## src/rtl/interrupt_controller_pkg.sv

```systemverilog
`default_nettype none
// interrupt_controller_pkg: shared constants and types for the interrupt controller.
// Revision: 1.0
package interrupt_controller_pkg;

  localparam int INTC_MAX_SRC = 8;
  localparam int INTC_IDX_W   = 3;

  localparam logic [1:0] INTC_CFG_MASK = 2'd0;
  localparam logic [1:0] INTC_CFG_EDGE = 2'd1;
  localparam logic [1:0] INTC_CFG_CLR  = 2'd2;

  typedef enum logic {
    INTC_IDLE = 1'b0,
    INTC_REQ  = 1'b1
  } intc_state_t;

endpackage
`default_nettype wire

```

## src/rtl/interrupt_controller_if.sv

```systemverilog
`default_nettype none
// interrupt_controller_if: interrupt lines, config, microcode handshake and vector bus.
// Revision: 1.0
interface interrupt_controller_if #(
  parameter int NUM_SRC = 8
) ();
  logic [NUM_SRC-1:0] irq;
  logic               cfg_we;
  logic [1:0]         cfg_sel;
  logic [7:0]         cfg_data;
  logic               int_ack;
  logic               eoi;
  logic               vector_n_out;
  logic               int_req;
  logic [7:0]         bus_out;
  logic               bus_oe;
  logic [NUM_SRC-1:0] in_service;

  modport master (
    output irq, cfg_we, cfg_sel, cfg_data, int_ack, eoi, vector_n_out,
    input  int_req, bus_out, bus_oe, in_service
  );

  modport slave (
    input  irq, cfg_we, cfg_sel, cfg_data, int_ack, eoi, vector_n_out,
    output int_req, bus_out, bus_oe, in_service
  );
endinterface
`default_nettype wire

```

## src/rtl/interrupt_controller_prio_enc.sv

```systemverilog
`default_nettype none
// intc_prio_enc: lowest-set-bit finder with a valid flag (index 0 wins).
// Revision: 1.0
module intc_prio_enc
  import interrupt_controller_pkg::*;
#(
  parameter int WIDTH = 8
) (
  input  logic [WIDTH-1:0]      vec,
  output logic [INTC_IDX_W-1:0] idx,
  output logic                  valid
);

  always_comb begin
    idx   = '0;
    valid = 1'b0;
    for (int i = WIDTH - 1; i >= 0; i--) begin
      if (vec[i]) begin
        idx   = INTC_IDX_W'(i);
        valid = 1'b1;
      end
    end
  end

endmodule
`default_nettype wire

```

## src/rtl/interrupt_controller.sv

```systemverilog
`default_nettype none
// interrupt_controller: latches, prioritises and nests up to 8 interrupt sources.
// Revision: 1.0
module interrupt_controller
  import interrupt_controller_pkg::*;
#(
  parameter int         NUM_SRC      = 8,
  parameter logic [7:0] VECTOR_BASE  = 8'h40,
  parameter logic [7:0] SPURIOUS_VEC = 8'hFF
) (
  input  logic                   clk,
  input  logic                   rst,
  interrupt_controller_if.slave  bus
);

  logic [NUM_SRC-1:0]    sync1, sync2, sync_prev;
  logic [NUM_SRC-1:0]    pending, mask, edge_en, in_service;
  logic [7:0]            vector;
  intc_state_t           state;

  logic [NUM_SRC-1:0]    cfg_bits, in_service_post, elig, set_pend, ack_clr, cfg_clr;
  logic [INTC_IDX_W-1:0] elig_idx, isr_idx;
  logic                  elig_valid, isr_valid, cand_valid;

  assign cfg_bits = bus.cfg_data[NUM_SRC-1:0];

  // EOI retires the highest-priority in-service source before ACK arbitrates.
  assign in_service_post = bus.eoi ? (in_service & (in_service - NUM_SRC'(1))) : in_service;
  assign elig            = pending & ~mask;

  intc_prio_enc #(.WIDTH(NUM_SRC)) u_enc_elig (
    .vec   (elig),
    .idx   (elig_idx),
    .valid (elig_valid)
  );

  intc_prio_enc #(.WIDTH(NUM_SRC)) u_enc_isr (
    .vec   (in_service_post),
    .idx   (isr_idx),
    .valid (isr_valid)
  );

  assign cand_valid = elig_valid && (!isr_valid || (elig_idx < isr_idx));

  assign set_pend = (edge_en & sync2 & ~sync_prev) | (~edge_en & sync2 & ~in_service);
  assign ack_clr  = (bus.int_ack && cand_valid) ? (NUM_SRC'(1) << elig_idx) : '0;
  assign cfg_clr  = (bus.cfg_we && (bus.cfg_sel == INTC_CFG_CLR)) ? cfg_bits : '0;

  always_ff @(posedge clk) begin
    if (rst) begin
      sync1      <= '0;
      sync2      <= '0;
      sync_prev  <= '0;
      pending    <= '0;
      mask       <= '1;
      edge_en    <= '0;
      in_service <= '0;
      vector     <= SPURIOUS_VEC;
      state      <= INTC_IDLE;
    end else begin
      sync1     <= bus.irq;
      sync2     <= sync1;
      sync_prev <= sync2;
      // New events are OR-ed in last so they survive a same-cycle ACK or clear.
      pending    <= (pending & ~ack_clr & ~cfg_clr) | set_pend;
      in_service <= in_service_post | ack_clr;

      if (bus.cfg_we) begin
        case (bus.cfg_sel)
          INTC_CFG_MASK: mask    <= cfg_bits;
          INTC_CFG_EDGE: edge_en <= cfg_bits;
          default: ;
        endcase
      end

      if (bus.int_ack) begin
        vector <= cand_valid ? (VECTOR_BASE + 8'(elig_idx)) : SPURIOUS_VEC;
        state  <= INTC_IDLE;
      end else begin
        case (state)
          INTC_IDLE: if (cand_valid)  state <= INTC_REQ;
          INTC_REQ:  if (!cand_valid) state <= INTC_IDLE;
          default:   state <= INTC_IDLE;
        endcase
      end
    end
  end

  assign bus.int_req    = (state == INTC_REQ);
  assign bus.bus_out    = vector;
  assign bus.bus_oe     = ~bus.vector_n_out;
  assign bus.in_service = in_service;

endmodule
`default_nettype wire

```

## src/flat_wrapper.sv

```systemverilog
// flat-port wrapper written by rule: the top's interface ports become plain ports
module interrupt_controller_flat import interrupt_controller_pkg::*;
#(
  parameter int         NUM_SRC      = 8,
  parameter logic [7:0] VECTOR_BASE  = 8'h40,
  parameter logic [7:0] SPURIOUS_VEC = 8'hFF
)
  (clk, rst, bus_irq, bus_cfg_we, bus_cfg_sel, bus_cfg_data, bus_int_ack, bus_eoi, bus_vector_n_out, bus_int_req, bus_bus_out, bus_bus_oe, bus_in_service);
  interrupt_controller_if #(.NUM_SRC(NUM_SRC)) bus_i ();
  input  logic clk;
  input  logic rst;
  input wire logic [$bits(bus_i.irq)-1:0] bus_irq;
  input wire logic [$bits(bus_i.cfg_we)-1:0] bus_cfg_we;
  input wire logic [$bits(bus_i.cfg_sel)-1:0] bus_cfg_sel;
  input wire logic [$bits(bus_i.cfg_data)-1:0] bus_cfg_data;
  input wire logic [$bits(bus_i.int_ack)-1:0] bus_int_ack;
  input wire logic [$bits(bus_i.eoi)-1:0] bus_eoi;
  input wire logic [$bits(bus_i.vector_n_out)-1:0] bus_vector_n_out;
  output wire logic [$bits(bus_i.int_req)-1:0] bus_int_req;
  output wire logic [$bits(bus_i.bus_out)-1:0] bus_bus_out;
  output wire logic [$bits(bus_i.bus_oe)-1:0] bus_bus_oe;
  output wire logic [$bits(bus_i.in_service)-1:0] bus_in_service;
  assign bus_i.irq = bus_irq;
  assign bus_i.cfg_we = bus_cfg_we;
  assign bus_i.cfg_sel = bus_cfg_sel;
  assign bus_i.cfg_data = bus_cfg_data;
  assign bus_i.int_ack = bus_int_ack;
  assign bus_i.eoi = bus_eoi;
  assign bus_i.vector_n_out = bus_vector_n_out;
  assign bus_int_req = bus_i.int_req;
  assign bus_bus_out = bus_i.bus_out;
  assign bus_bus_oe = bus_i.bus_oe;
  assign bus_in_service = bus_i.in_service;
  interrupt_controller #(.NUM_SRC(NUM_SRC), .VECTOR_BASE(VECTOR_BASE), .SPURIOUS_VEC(SPURIOUS_VEC)) u_core (.clk(clk), .rst(rst), .bus(bus_i));
endmodule
```

## config.mk

```make
export PLATFORM = sky130hd
export DESIGN_NAME = interrupt_controller_flat
export DESIGN_NICKNAME = d
export VERILOG_FILES = /design/src/rtl/interrupt_controller_pkg.sv /design/src/rtl/interrupt_controller_if.sv /design/src/rtl/interrupt_controller_prio_enc.sv /design/src/rtl/interrupt_controller.sv /design/src/flat_wrapper.sv
export SDC_FILE = /design/constraint.sdc
export NUM_CORES = 1
export LEC_CHECK = 0
export ABC_AREA = 1
export CORE_UTILIZATION = 35
export DETAILED_ROUTE_END_ITERATION = 8
export RECOVER_POWER = 100
export SLEW_MARGIN = 25
export SYNTH_ARGS = -nofsm -noshare
export SYNTH_HDL_FRONTEND = slang
export SYNTH_SLANG_ARGS = --single-unit
```

## constraint.sdc

```tcl
create_clock -name clk -period 2.8 [get_ports clk]
set_input_delay 0.56 -clock clk [delete_from_list [all_inputs] [get_ports clk]]
set_output_delay 0.56 -clock clk [all_outputs]
set_load 0.02 [all_outputs]
```

==> key figures <==
Timing
  – Max frequency: 390 MHz
  – Rel. slew slack: 0.416
  – Crit path time final: 2.56 ns
  – Worst-Margin Slew: 0.876 ns
  – RSZ-0062 raised after global routing: no
  – Hold WS: 0.402 ns
  – Clk_skew: 0.00625 ns
  – Tcrit/Tclk final: 0.915
  – Fin. Hold Viols: 0
  – Slew Viols, Final: 0
  – Final setup fails: 0

Route
  – Routed vias: 2266
  – First DRT Iteration DRCs: 96
  – Final ANT Viol Nets: 0
  – Routed Wire Length: 6.02 mm
  – Post-route DRC violation count: 0
  – Routed WL per cell: 12.0 um
  – DRT Pass-1 Iters: 4
  – Drt via density: 4.51

Place
  – Placed insts: 486
  – Input/output buffers: 40
  – DPL Wire Length: 4.50 mm
  – Routability congestion estimate: 0.869

Floorplanning
  – Die width: 89.2 um
  – Initial Utilization: 0.365
  – Row count: 31
  – Die height: 89.2 um
  – Die area: 0.00796 mm2
  – Core area: 0.00729 mm2
  – Io pins: 42

Global route
  – Congestion Overflow GR: 0
  – First-pass GRT wire length: 9.76 mm
  – Met2 usage: 0.285
  – Largest net degree at the start of global routing: 42
  – Grt peak-use layer: met2
  – Vias in the first global route: 2131
  – GR Layer Usage met1: 0.201
  – Initial antenna violation count: 0
  – GR Layer Usage met3: 0.0425
  – Gr usage total: 0.168

Worst setup path
  – CP Capture Type: register
  – Reg-to-reg slack, setup: 0.52 ns
  – Kind of critical path: in2reg
  – Setup crit start: bus_eoi
  – CP Max Fanout: 10
  – WP data arrival: 2.75 ns
  – Reg2Reg Depth: 14
  – CP Data Required Time: 2.99 ns
  – Startpoint types: primary input
  – Worst r2r src: u_core.bus.in_service[1]
  – Worst R2R End: u_core.pending[1]
  – Setup crit end: u_core.pending[1]

Logic synthesis
  – Post-synthesis cell count: 348
  – Synthesized area per cell: 7.65 um2
  – Warning count from the yosys run: 0
  – Number of synthesized flops with an enable pin: 0
  – Ys flop type: dfxtp_1
  – #FFs+latches synth: 61
  – Post-synthesis cell area: 0.00266 mm2
  – Cell variety after synth: 29
  – Syn_nets: 374
  – Seq/Total Area, Yosys: 0.459
  – Ys async rst share: 0

Finish
  – Total Nets Final: 424
  – Layout cells sized above 1: 0.141
  – Multi-input gate area: 0.00105 mm2
  – Finished Layout Cells: 502
  – Filler cell count: 777
  – ANT cells: 0
  – Most used cells in the layout excluding fill and tap cells: inv_1 (63), dfxtp_1 (61), nand2_1 (52), nor2_1 (46), a21oi_1 (30)
  – Area delta synth->final: 27.0%
  – FF/Latch Area: 0.00122 mm2
  – Commonest non-fill, non-tap cell in the layout: inv_1

Clock network
  – Clock Tree Buf Depth: 2
  – CTS Root Cell: clkbuf_8
  – CTS resizes: 0
  – Sink Count: 61
  – Hold-fix buffers at CTS: 0
  – CTS buffer count: 9
  – CTS tree: done
  – CTS clk-pin slew, worst paths: 0.07 ns
  – Worst-Skew Late Latency: 0.34 ns
  – Post-CTS Setup Repair Bufs: 0
  – H-tree depth: 3

Power and ir drop
  – Worst vdd ir: 0.268 mV
  – Sw power: 464 uW
  – Clock share of power: 0.464
  – Sw Share: 0.229
  – Power density over the cells: 599 mW/mm2
  – Total leakage power: 1.62 nW
  – Internal Power: 1.56 mW
  – Comb power frac: 0.083
  – Seq pwr share: 0.453
  – PnR Total Power: 2.03 mW

Status
  – Status: finished, final reports clean

Worst hold path
  – Hold Path Class: reg2reg

Flow run
  – Max_cap viols: 0
-- critical path: stages --
cell	delay, ns
clkdlybuf4s50_1	0.49
nand2_2	0.09
nor2_4	0.12
inv_1	0.07
o21ai_1	0.16
nand2_1	0.11
o21ai_0	0.19
ha_1	0.28
a21oi_1	0.18
nand2_2	0.11
nand2_8	0.10
nand4_1	0.13
nand2_1	0.10
a21oi_1	0.06
-- cells by family after synthesis --
group,Yosys count,share of synthesized area
other cells,1,0.00141
flops,61,0.459
compound gates,75,0.166
fa+ha+maj,2,0.00940
buf+inv,82,0.122
simple gates,127,0.243
-- layer usage --
layer | vias to the layer above | wire length (um) | share of wire
li1 | 1184 | - | -
met1 | 1029 | 2840 | 0.47
met2 | 44 | 2850 | 0.47
met3 | 9 | 247 | 0.041
met4 | 0 | 82 | 0.014
met5 | - | 0 | 0
-- synth_stat cells (5+ instances only) --
master,count,share of area
nand2_1,52,0.073
clkbuf_1,7,0.0099
nand4_2,9,0.042
inv_1,62,0.087
a21oi_2,10,0.033
nor2_1,46,0.065
o211ai_1,8,0.023
inv_2,7,0.0099
a21oi_1,25,0.047
nand2_2,5,0.012
o21ai_0,26,0.049
dfxtp_1,61,0.46
-- area by class of cell --
cell class / count / share of cell area
timing repair buffer: 52 / 0.144
clock inverter: 7 / 0.0337
clock buffer: 9 / 0.0366
multi-input combinational: 205 / 0.311
inverter: 69 / 0.0766
sequential: 61 / 0.361
tap: 99 / 0.0366
-- worst min-delay path by stage --
stage | slack (ns) | endpoint | cells after the start | start
final | 0.40 | u_core.sync2[4] | 2 | u_core.sync1[4]
after global routing | 0.41 | u_core.sync2[2] | 2 | u_core.sync1[2]
after CTS | 0.40 | u_core.sync2[3] | 2 | u_core.sync1[3]
after detailed placement | 0.39 | u_core.sync2[3] | 2 | u_core.sync1[3]
after global placement | 0.39 | u_core.sync2[6] | 2 | u_core.sync1[6]
after floorplan | 0.39 | u_core.sync2[0] | 2 | u_core.sync1[0]
-- through the flow --
stage	worst slack (ns)	cell area, um2	utilization	setup TNS [ns]
floorplan	0.579	2660	-	0
global placement	-0.0612	3210	0.440	-0.188
detailed placement	-0.119	3210	0.440	-0.958
CTS	0.247	3450	0.473	0
global route	0.0457	3380	0.464	0
finish	0.238	3380	0.464	0
-- state kept, by name, indices dropped and copies added (netlist names) --
| signal | count |
|---|---|
| u_core.bus.int_req | 1 |
| u_core.bus.bus_out | 4 |
| u_core.edge_en | 8 |
| u_core.mask | 8 |
| u_core.sync2 | 8 |
| u_core.bus.in_service | 8 |
| u_core.sync1 | 8 |
| u_core.pending | 8 |
| u_core.sync_prev | 8 |
-- power groups by stage --
stage / Combinational [mW] / Clock [mW] / Sequential, mW
6_report: 0.168 / 0.940 / 0.917
5_1_grt: 0.189 / 0.988 / 0.920
4_1_cts: 0.180 / 0.962 / 0.917
3_5_place_dp: 0.178 / 0 / 0.937
3_3_place_gp: 0.176 / 0 / 0.936
2_1_floorplan: 0.109 / 0 / 0.936
Note: power is estimated with default switching activity, not from simulation.
